`src/rtl/p4_router_queue_dequeue_sched_if.sv`:
```
// Handshake bundle between the dequeue scheduler and the queue-state store
// (head-pointer AR/R), the packet-buffer read path and the occupancy tracker.
interface p4_router_queue_dequeue_sched_if #(
   parameter int QL        = 5,
   parameter int PL        = 10,
   parameter int WL        = 6,
   parameter int OCC_WIDTH = 24
);
   logic                 hp_arvalid;
   logic                 hp_arready;
   logic [QL-1:0]        hp_araddr;
   logic                 hp_rvalid;
   logic                 hp_rready;
   logic [PL-1:0]        hp_rdata_page;
   logic [WL-1:0]        hp_rdata_word;
   logic                 rd_req_valid;
   logic                 rd_req_ready;
   logic [PL-1:0]        rd_req_page;
   logic [WL-1:0]        rd_req_word;
   logic [QL-1:0]        rd_req_queue;
   logic                 rd_req_last;
   logic                 deq_occ_tvalid;
   logic [OCC_WIDTH-1:0] deq_occ_tdata;
   logic [QL-1:0]        deq_occ_tuser;

   modport master (
      output hp_arvalid, hp_araddr, hp_rready,
      input  hp_arready, hp_rvalid, hp_rdata_page, hp_rdata_word,
      output rd_req_valid, rd_req_page, rd_req_word, rd_req_queue, rd_req_last,
      input  rd_req_ready,
      output deq_occ_tvalid, deq_occ_tdata, deq_occ_tuser
   );

   modport slave (
      input  hp_arvalid, hp_araddr, hp_rready,
      output hp_arready, hp_rvalid, hp_rdata_page, hp_rdata_word,
      input  rd_req_valid, rd_req_page, rd_req_word, rd_req_queue, rd_req_last,
      output rd_req_ready,
      input  deq_occ_tvalid, deq_occ_tdata, deq_occ_tuser
   );
endinterface

```
`src/rtl/p4_router_queue_dequeue_sched.sv`:
```
// Dequeue scheduler: round-robin grant of an eligible queue, per-word head-pointer
// lookup and buffer read request, then one byte-count debit per grant.
module p4_router_queue_dequeue_sched #(
   parameter int  NUM_EGR_PORTS   = 4,
   parameter int  QUEUES_PER_PORT = 8,
   parameter int  NUM_PAGES       = 1024,
   parameter int  WORDS_PER_PAGE  = 64,
   parameter int  BYTES_PER_WORD  = 64,
   parameter int  BURST_WORDS     = 32,
   parameter int  OCC_WIDTH       = 24,
   localparam int NQ = NUM_EGR_PORTS * QUEUES_PER_PORT,
   localparam int QL = $clog2(NQ),
   localparam int PL = $clog2(NUM_PAGES),
   localparam int WL = $clog2(WORDS_PER_PAGE)
) (
   input  logic                     clk,
   input  logic                     aresetn,
   input  logic [NQ-1:0]            queue_empty,
   input  logic [NUM_EGR_PORTS-1:0] egr_port_ready,
   output logic                     busy,
   p4_router_queue_dequeue_sched_if.master bus
);
   localparam int CW = $clog2(BURST_WORDS + 1);

   if (BURST_WORDS < 1) begin : g_chk_burst
      $error("BURST_WORDS must be at least 1");
   end
   if (longint'(BURST_WORDS) * BYTES_PER_WORD >= (64'd1 << OCC_WIDTH)) begin : g_chk_occ
      $error("OCC_WIDTH cannot hold BURST_WORDS*BYTES_PER_WORD");
   end

   typedef enum logic [2:0] {S_IDLE, S_AR, S_R, S_REQ, S_UPD} state_t;

   state_t               r_state;
   logic [QL-1:0]        r_q;
   logic [QL-1:0]        r_rr_ptr;
   logic [CW-1:0]        r_cnt;
   logic                 r_arvalid;
   logic                 r_rready;
   logic                 r_rd_valid;
   logic                 r_rd_last;
   logic [PL-1:0]        r_page;
   logic [WL-1:0]        r_word;
   logic                 r_occ_valid;
   logic [OCC_WIDTH-1:0] r_occ_data;

   logic [NQ-1:0]        w_eligible;
   logic                 w_grant_found;
   logic [QL-1:0]        w_grant_q;
   logic [QL-1:0]        w_rr_next;
   logic [CW-1:0]        w_cnt_inc;

   for (genvar g = 0; g < NQ; g++) begin : g_elig
      assign w_eligible[g] = !queue_empty[g] && egr_port_ready[g / QUEUES_PER_PORT];
   end

   // First eligible queue scanning upward from the round-robin pointer, with wrap.
   always_comb begin
      logic [QL-1:0] v_idx;
      // NOTE: every combinational output gets a default first so no path leaves it unassigned (no latch).
      w_grant_found = 1'b0;
      w_grant_q     = '0;
      for (int i = 0; i < NQ; i++) begin
         v_idx = QL'((int'(r_rr_ptr) + i) % NQ);
         if (!w_grant_found && w_eligible[v_idx]) begin
            w_grant_found = 1'b1;
            w_grant_q     = v_idx;
         end
      end
   end

   assign w_rr_next = (w_grant_q == QL'(NQ - 1)) ? '0 : w_grant_q + 1'b1;
   assign w_cnt_inc = r_cnt + 1'b1;

   // NOTE: state is a handful of flops, so every register takes the async reset; sequential logic uses <= only.
   always_ff @(posedge clk or negedge aresetn) begin
      if (!aresetn) begin
         r_state     <= S_IDLE;
         r_q         <= '0;
         r_rr_ptr    <= '0;
         r_cnt       <= '0;
         r_arvalid   <= 1'b0;
         r_rready    <= 1'b0;
         r_rd_valid  <= 1'b0;
         r_rd_last   <= 1'b0;
         r_page      <= '0;
         r_word      <= '0;
         r_occ_valid <= 1'b0;
         r_occ_data  <= '0;
      end else begin
         r_occ_valid <= 1'b0;
         unique case (r_state)
            S_IDLE: if (w_grant_found) begin
               r_q       <= w_grant_q;
               r_rr_ptr  <= w_rr_next;
               r_arvalid <= 1'b1;
               r_state   <= S_AR;
            end
            S_AR: if (bus.hp_arready) begin
               r_arvalid <= 1'b0;
               r_rready  <= 1'b1;
               r_state   <= S_R;
            end
            // The store has already cleared queue_empty for the word just looked up.
            S_R: if (bus.hp_rvalid) begin
               r_rready   <= 1'b0;
               r_page     <= bus.hp_rdata_page;
               r_word     <= bus.hp_rdata_word;
               r_cnt      <= w_cnt_inc;
               r_rd_last  <= (w_cnt_inc == CW'(BURST_WORDS)) || queue_empty[r_q];
               r_rd_valid <= 1'b1;
               r_state    <= S_REQ;
            end
            S_REQ: if (bus.rd_req_ready) begin
               r_rd_valid <= 1'b0;
               r_rd_last  <= 1'b0;
               if (r_rd_last) begin
                  r_occ_valid <= 1'b1;
                  r_occ_data  <= OCC_WIDTH'(r_cnt) * OCC_WIDTH'(BYTES_PER_WORD);
                  r_state     <= S_UPD;
               end else begin
                  r_arvalid <= 1'b1;
                  r_state   <= S_AR;
               end
            end
            S_UPD: begin
               r_cnt   <= '0;
               r_state <= S_IDLE;
            end
            default: r_state <= S_IDLE;
         endcase
      end
   end

   assign busy               = (r_state != S_IDLE);
   assign bus.hp_arvalid     = r_arvalid;
   assign bus.hp_araddr      = r_arvalid ? r_q : '0;
   assign bus.hp_rready      = r_rready;
   assign bus.rd_req_valid   = r_rd_valid;
   assign bus.rd_req_page    = r_page;
   assign bus.rd_req_word    = r_word;
   assign bus.rd_req_queue   = r_rd_valid ? r_q : '0;
   assign bus.rd_req_last    = r_rd_last;
   assign bus.deq_occ_tvalid = r_occ_valid;
   assign bus.deq_occ_tdata  = r_occ_data;
   assign bus.deq_occ_tuser  = r_occ_valid ? r_q : '0;
endmodule

```
`src/flat_wrapper.sv`:
```
// flat-port wrapper written by rule: the top's interface ports become plain ports
module p4_router_queue_dequeue_sched_flat 
#(
   parameter int  NUM_EGR_PORTS   = 4,
   parameter int  QUEUES_PER_PORT = 8,
   parameter int  NUM_PAGES       = 1024,
   parameter int  WORDS_PER_PAGE  = 64,
   parameter int  BYTES_PER_WORD  = 64,
   parameter int  BURST_WORDS     = 32,
   parameter int  OCC_WIDTH       = 24,
   localparam int NQ = NUM_EGR_PORTS * QUEUES_PER_PORT,
   localparam int QL = $clog2(NQ),
   localparam int PL = $clog2(NUM_PAGES),
   localparam int WL = $clog2(WORDS_PER_PAGE)
)
  (clk, aresetn, queue_empty, egr_port_ready, busy, bus_hp_arvalid, bus_hp_araddr, bus_hp_rready, bus_hp_arready, bus_hp_rvalid, bus_hp_rdata_page, bus_hp_rdata_word, bus_rd_req_valid, bus_rd_req_page, bus_rd_req_word, bus_rd_req_queue, bus_rd_req_last, bus_rd_req_ready, bus_deq_occ_tvalid, bus_deq_occ_tdata, bus_deq_occ_tuser);
  p4_router_queue_dequeue_sched_if #(.QL((5)), .PL((10)), .WL((6)), .OCC_WIDTH(OCC_WIDTH)) bus_i ();
  input  logic clk;
  input  logic aresetn;
  input  logic [NQ-1:0] queue_empty;
  input  logic [NUM_EGR_PORTS-1:0] egr_port_ready;
  output logic busy;
  output wire logic [$bits(bus_i.hp_arvalid)-1:0] bus_hp_arvalid;
  output wire logic [$bits(bus_i.hp_araddr)-1:0] bus_hp_araddr;
  output wire logic [$bits(bus_i.hp_rready)-1:0] bus_hp_rready;
  input wire logic [$bits(bus_i.hp_arready)-1:0] bus_hp_arready;
  input wire logic [$bits(bus_i.hp_rvalid)-1:0] bus_hp_rvalid;
  input wire logic [$bits(bus_i.hp_rdata_page)-1:0] bus_hp_rdata_page;
  input wire logic [$bits(bus_i.hp_rdata_word)-1:0] bus_hp_rdata_word;
  output wire logic [$bits(bus_i.rd_req_valid)-1:0] bus_rd_req_valid;
  output wire logic [$bits(bus_i.rd_req_page)-1:0] bus_rd_req_page;
  output wire logic [$bits(bus_i.rd_req_word)-1:0] bus_rd_req_word;
  output wire logic [$bits(bus_i.rd_req_queue)-1:0] bus_rd_req_queue;
  output wire logic [$bits(bus_i.rd_req_last)-1:0] bus_rd_req_last;
  input wire logic [$bits(bus_i.rd_req_ready)-1:0] bus_rd_req_ready;
  output wire logic [$bits(bus_i.deq_occ_tvalid)-1:0] bus_deq_occ_tvalid;
  output wire logic [$bits(bus_i.deq_occ_tdata)-1:0] bus_deq_occ_tdata;
  output wire logic [$bits(bus_i.deq_occ_tuser)-1:0] bus_deq_occ_tuser;
  assign bus_hp_arvalid = bus_i.hp_arvalid;
  assign bus_hp_araddr = bus_i.hp_araddr;
  assign bus_hp_rready = bus_i.hp_rready;
  assign bus_i.hp_arready = bus_hp_arready;
  assign bus_i.hp_rvalid = bus_hp_rvalid;
  assign bus_i.hp_rdata_page = bus_hp_rdata_page;
  assign bus_i.hp_rdata_word = bus_hp_rdata_word;
  assign bus_rd_req_valid = bus_i.rd_req_valid;
  assign bus_rd_req_page = bus_i.rd_req_page;
  assign bus_rd_req_word = bus_i.rd_req_word;
  assign bus_rd_req_queue = bus_i.rd_req_queue;
  assign bus_rd_req_last = bus_i.rd_req_last;
  assign bus_i.rd_req_ready = bus_rd_req_ready;
  assign bus_deq_occ_tvalid = bus_i.deq_occ_tvalid;
  assign bus_deq_occ_tdata = bus_i.deq_occ_tdata;
  assign bus_deq_occ_tuser = bus_i.deq_occ_tuser;
  p4_router_queue_dequeue_sched #(.NUM_EGR_PORTS(NUM_EGR_PORTS), .QUEUES_PER_PORT(QUEUES_PER_PORT), .NUM_PAGES(NUM_PAGES), .WORDS_PER_PAGE(WORDS_PER_PAGE), .BYTES_PER_WORD(BYTES_PER_WORD), .BURST_WORDS(BURST_WORDS), .OCC_WIDTH(OCC_WIDTH)) u_core (.clk(clk), .aresetn(aresetn), .queue_empty(queue_empty), .egr_port_ready(egr_port_ready), .busy(busy), .bus(bus_i));
endmodule
```
`config.mk`:
```
export PLATFORM = sky130hd
export DESIGN_NAME = p4_router_queue_dequeue_sched_flat
export DESIGN_NICKNAME = d
export VERILOG_FILES = /design/src/rtl/p4_router_queue_dequeue_sched_if.sv /design/src/rtl/p4_router_queue_dequeue_sched.sv /design/src/flat_wrapper.sv
export SDC_FILE = /design/constraint.sdc
export NUM_CORES = 1
export LEC_CHECK = 0
export ABC_AREA = 1
export CORE_MARGIN = 8
export CORE_UTILIZATION = 55
export CTS_CLUSTER_DIAMETER = 80
export DETAILED_ROUTE_END_ITERATION = 8
export PLACE_DENSITY = 0.94
export SYNTH_ARGS = -nofsm -noshare
export SYNTH_HDL_FRONTEND = slang
export SYNTH_SLANG_ARGS = --single-unit
```
`constraint.sdc`:
```
create_clock -name clk -period 6.5 [get_ports clk]
set_input_delay 0.65 -clock clk [delete_from_list [all_inputs] [get_ports clk]]
set_output_delay 0.65 -clock clk [all_outputs]
set_load 0.05 [all_outputs]
```
Yosys cells after proc, flatten, opt, wreduce, memory -nomap -nowiden
Index checks and enable logic that the tools add are counted.

word-level totals
  logic and storage cells = 388
  bits in registers = 46

operators by class
  add/subtract/negate cells = 33
  eq/ne operators = 11
  order comparisons = 33
  reduce and logical (&&, ||, !) cells = 141
  multiplexer cells = 158

operators by type and width
  kind                                                  number
  < comparator 5 x 6 -> 1 bit (second input constant)   33
  2-to-1 mux 5 bit                                      36
  binary-select mux 1 bit (select 5 bit)                33
  adder 5 bit (second input constant)                   16
  2-to-1 mux 1 bit                                      77
  logical AND 1 bit                                     63
  zero test 1 bit                                       63
  adder 5 x 4 -> 5 bit (second input constant)          8
  adder 5 x 3 -> 5 bit (second input constant)          4
  2-to-1 mux 3 bit                                      5
  one-hot mux 3 bit (4 select lines)                    1
  one-hot mux 6 bit (2 select lines)                    1
  adder 5 x 1 -> 5 bit (second input constant)          2
  adder 5 x 2 -> 5 bit (second input constant)          2
  AND reduction 3 bit                                   3
  inequality test 2 bit (second input constant)         4
  adder 6 x 1 -> 6 bit (second input constant)          1
  equality test 3 x 2 -> 1 bit (second input constant)  2
  equality test 6 bit (second input constant)           1
  2-to-1 mux 6 bit                                      1
  one-hot mux 1 bit (2 select lines)                    3
  AND reduction 2 bit                                   3
  nonzero test 2 bit                                    3
  nonzero test 3 bit                                    2
  9 further kinds                                       9

Logic depth before layout (Yosys ltp)
Gate-level depths: netlist (run 1).

  depth in word-level cells = 100
  mapped depth = 47
  gate-level depth less buffers = 43

Worst setup path after synthesis (run 1)
OpenSTA, ideal clock, no wires.

  path type = reg2reg
  start = register u_core.r_rr_ptr[1]
  end = register u_core.r_rr_ptr[2]
  period minus slack after synthesis = 5434 ps
  data arrival time = 5353 ps
  library setup time = 81 ps
  stages on the path, launching flop included = 38
  path slack = 1066 ps
  data required time = 6419 ps
  cell sequence = dfrtp_1 -> inv_1 -> clkbuf_1 -> clkbuf_1 -> ha_1 -> buf_2 -> inv_1 -> buf_2 -> nand3_1 -> nand3_1 -> nand3_1 -> nand3_1 -> nand2_2 -> nor2_4 -> nand4_4 -> nor2_4 -> nand4_2 -> nor2_4 -> (+2 left out) -> nand4_4 -> nor2_4 -> nand4_4 -> nor2_4 -> nand4_2 -> nor2_4 -> nand4_4 -> nor2_4 -> nand3_2 -> nand3_2 -> nand2_4 -> ha_1 -> nand2_1 -> nor2_1 -> ha_1 -> nor2_1 -> nand2_1 -> o22ai_2

on the way
  word-level cells in the longest chain between the ends = 98
  elaborated cells between the ends (all ways) = 225
  those cells by class = 32 x add/sub; 1 x eq/ne; 129 x mux; 63 x reduce/logical

ends and longest elaborated chain
  what                                                           RTL line                             RTL
  start: declaration                                             p4_router_queue_dequeue_sched.sv:36  logic [QL-1:0] r_rr_ptr;
  start signal: assignment                                       p4_router_queue_dequeue_sched.sv:95  r_rr_ptr <= w_rr_next;
  branches (longest 95 deep; another with adder 5 x 1 -> 5 bit)  n/a
  2-to-1 mux 5 bit (*)                                           p4_router_queue_dequeue_sched.sv:65  if (!w_grant_found && w_eligible[v_idx]) begin
  named net u_core.w_grant_q[0]                                  p4_router_queue_dequeue_sched.sv:49  logic [QL-1:0] w_grant_q;
  adder 5 x 1 -> 5 bit or equality test 5 bit (tied branches)    p4_router_queue_dequeue_sched.sv:72  assign w_rr_next = (w_grant_q == QL'(NQ - 1)) ? '0 : w_grant_q + 1'b1;
  2-to-1 mux 5 bit (*)                                           p4_router_queue_dequeue_sched.sv:72

Mark *: on every way through the listed nets, which the timed path passes. The select of a mux whose other input is x is not followed.
A chain may end at the register's enable or synchronous reset.

Worst setup path after layout (run 1)
  start = register u_core.r_rr_ptr[2]
  end = register u_core.r_rr_ptr[0]

on the way
  word-level cells in the longest chain between the ends = 98
  elaborated cells between the ends (all ways) = 225
  those cells by class = 32 x add/sub; 1 x eq/ne; 129 x mux; 63 x reduce/logical

ends and longest elaborated chain
  what                                                           RTL line
  branches (longest 95 deep; another with adder 5 x 1 -> 5 bit)  n/a
  2-to-1 mux 5 bit (*)                                           p4_router_queue_dequeue_sched.sv:65
  named net u_core.w_grant_q[1]                                  p4_router_queue_dequeue_sched.sv:49
  equality test 5 bit (*)                                        p4_router_queue_dequeue_sched.sv:72
  2-to-1 mux 5 bit (*)                                           p4_router_queue_dequeue_sched.sv:72

Marked as above.

==> results of run 1 <==
## state kept, by name, summed over array words and instances, names as in the netlist, 3 cells and up
register,cells
u_core.r_rr_ptr,5
u_core.r_cnt,6
u_core.r_q,5
u_core.bus.rd_req_page,10
u_core.bus.rd_req_word,6
u_core.r_state,3
u_core.bus.deq_occ_tdata,6
## metrics by stage
stage,area (um2),utilization,setup WS [ns]
after floorplan,7080,-,1.07
after global placement,8010,0.640,0.723
after detailed placement,8010,0.640,0.589
after CTS,8180,0.653,0.465
after global routing,8180,0.654,0.0600
final,8180,0.654,0.499
## synth_stat cells, drive strengths merged (6+ instances only)
library cell,n
nand2,337
nand3,281
inv,182
nor2,95
o21ai,87
dfrtp,46
buf,42
nand4,33
a21oi,31
clkbuf,25
ha,16
xor2,15
nor3,11
a31oi,8
o21a,8
nand3b,6
## logic make-up after synthesis
kind of cell | count (synthesis)
and+or+nand+nor | 768
buffers and inverters | 251
AOI/OAI and AO/OA | 145
DFF | 46
xor gates and xnor gates | 18
adders and majority gates | 16
muxes | 2
other | 1
## worst max-delay path, delay by kind of cell (launching register included)
family          cells  cell delay [ns]
buf+inv             3             0.57
flops               1             0.69
simple gates       24             3.48
compound gates      1             0.17
fa+ha+maj           3             0.98
## area by class of cell
| cell class | instances | area share |
|---|---|---|
| clock buffer | 6 | 0.0158 |
| clock inverter | 2 | 0.00459 |
| inverter | 184 | 0.0847 |
| multi-input combinational | 967 | 0.594 |
| sequential | 46 | 0.141 |
| tap | 172 | 0.0263 |
| timing repair buffer | 114 | 0.134 |
## timing repair
| action | CTS | global route |
|---|---|---|
| setup endpoints to repair | 0 | 4 |
| hold buffers | 0 | 0 |
| gates resized for setup | 0 | 1 |
## per-layer routing
layer,routed length (um),vias up
li1,-,4182
met1,10200,4016
met2,12100,628
met3,3630,107
met4,1210,0
met5,0,-
## final timing paths
| check | from | slack, ns | to | cells after the start |
|---|---|---|---|---|
| max | u_core.r_rr_ptr[2] | 0.50 | u_core.r_rr_ptr[0] | 31 |
| min | u_core.bus.hp_rready | 0.47 | u_core.bus.hp_rready | 2 |
| max reg2reg | u_core.r_rr_ptr[2] | 0.50 | u_core.r_rr_ptr[0] | 31 |
| min reg2reg | u_core.bus.hp_rready | 0.47 | u_core.bus.hp_rready | 2 |
| max in group asynchronous | aresetn | 5.38 | u_core.bus.hp_rready | 1 |
| min in group asynchronous | aresetn | 0.52 | u_core.bus.deq_occ_tdata[7] | 1 |
==> results.md, run 1 <==
- Antenna fix cells: 0
- Hold Path Class: register to register
- DIE AREA: 16600 um2
- Core area: 12500 um2
- Proportion of synthesized area in mux cells: 0.00286
- Met1 Use GR: 0.395
- Mapped Cells: 1247
- Post-CTS setup buffer count: 0
- Largest family of logic cells by synthesized area: simple AND/OR/NAND/NOR gates
- Flops & latches, synth: 46
- Worst Setup Start Kind: register
- Crit Path Class: register to register
- WP data arrival: 6.17 ns
- Cell variety after synth: 48
- # nets final: 1391
- Yosys top cell area share: 0.198
- Synth Area in Adders: 0.0286
- Inserted Clock Buffers: 5
- Commonest non-fill, non-tap cell in the layout: nand2_1
- Post-Synth Simple-Gate Area: 0.511
- Post-Syn Area: 7010 um2
- Fin cells: 1491
- Placed Instances: 1483
- Final Wtd Congestion: 1.07
- Root buffer cell: clkbuf_16
- CP required: 6.67 ns
- Post-synthesis compound-gate area fraction: 0.115
- RSZ-0062 raised after global routing: no
- Top Usage Layer GRT: met2
- Synthesis Warnings: 0
- FFs w/ async S/R, synth: 1.00
- Post-synth EDFFs: 0
- Routed WL: 27100 um
- Ys flop type: dfrtp_1
- Vias in the first global route: 8286
- P&R area growth vs syn: 16.7%
- Longest Clk Path Bufs: 2
- CTS tree: built
- Rel. slew slack: 0.260
- Die Wd: 129 um
- Initial antenna violation count: 0
- Final setup fails: 0
- Chip Height: 129 um
- Layout cells sized above 1: 0.0569
- Slew Limit Fails: 0
- IO Pins: 118
- Fillers: 1173
- Antenna Violating Nets Remaining: 0
- Fmax: 167 MHz
- GRT overflow: 0
- Clock sink count: 46
- Setup Skew: 0.00702 ns
- # port buffers: 99
- Syn_area_per_cell: 5.62 um2
- Final worst path period share: 0.923
- H-tree depth: 2
- Initial detailed-routing violation count: 1093
- Total global-route track usage: 0.323
- CP Capture Type: register
- DRC violations left: 0
- Crit-path max cell delay: 0.69 ns
- Clock slew at reported path FFs: 0.06 ns
- Setup TNS: 0 ns
- Area leader, netlist: nand3_1
- DP HPWL: 21100 um
- Fin. Hold Viols: 0
- Fin crit period: 6.00 ns
- Rows: 41
- Most frequent CP cell: nor2_4
- Multi-input logic area: 4860 um2
- XOR/XNOR share of the synthesized area: 0.0257
- Maxcap violations: 0
- Worst-margin pin slew: 1.10 ns
- M3 GR Usage: 0.0848
- Initial core utilization: 0.560
- Hold_ws: 0.471 ns
- CP max stage cell: dfrtp_1
- Vias/cell: 5.99
- Post-synthesis sequential area ratio: 0.164
- Met2 usage: 0.516
- Commonest cells after routing, fill and taps aside: nand2_1, nand3_1, inv_1, clkdlybuf4s50_1, nor2_1
- WL/cell: 18.2 um
- Worst-Skew Late Latency: 0.28 ns
- Via Count: 8933
- Largest net degree at the start of global routing: 47
- Register area: 1150 um2
- Drt first pass iters: 6
- Synth top area cells: nand3_1, nand2_1, dfrtp_1
- Global-route wire length before repair: 42600 um
- CP Max Fanout: 13
- Status: finished, final reports clean
Power of run 1 is not shown: default switching activity piles up to over one toggle a cycle in this logic, so the estimate is an artifact.
==> run 2: changes to the inputs <==
- SETUP_SLACK_MARGIN: unset -> 0.02
==> results of run 2 <==
No change in the layout: final DEF, timing and power equal those of run 1.
Power of run 2 is left out for the same reason.
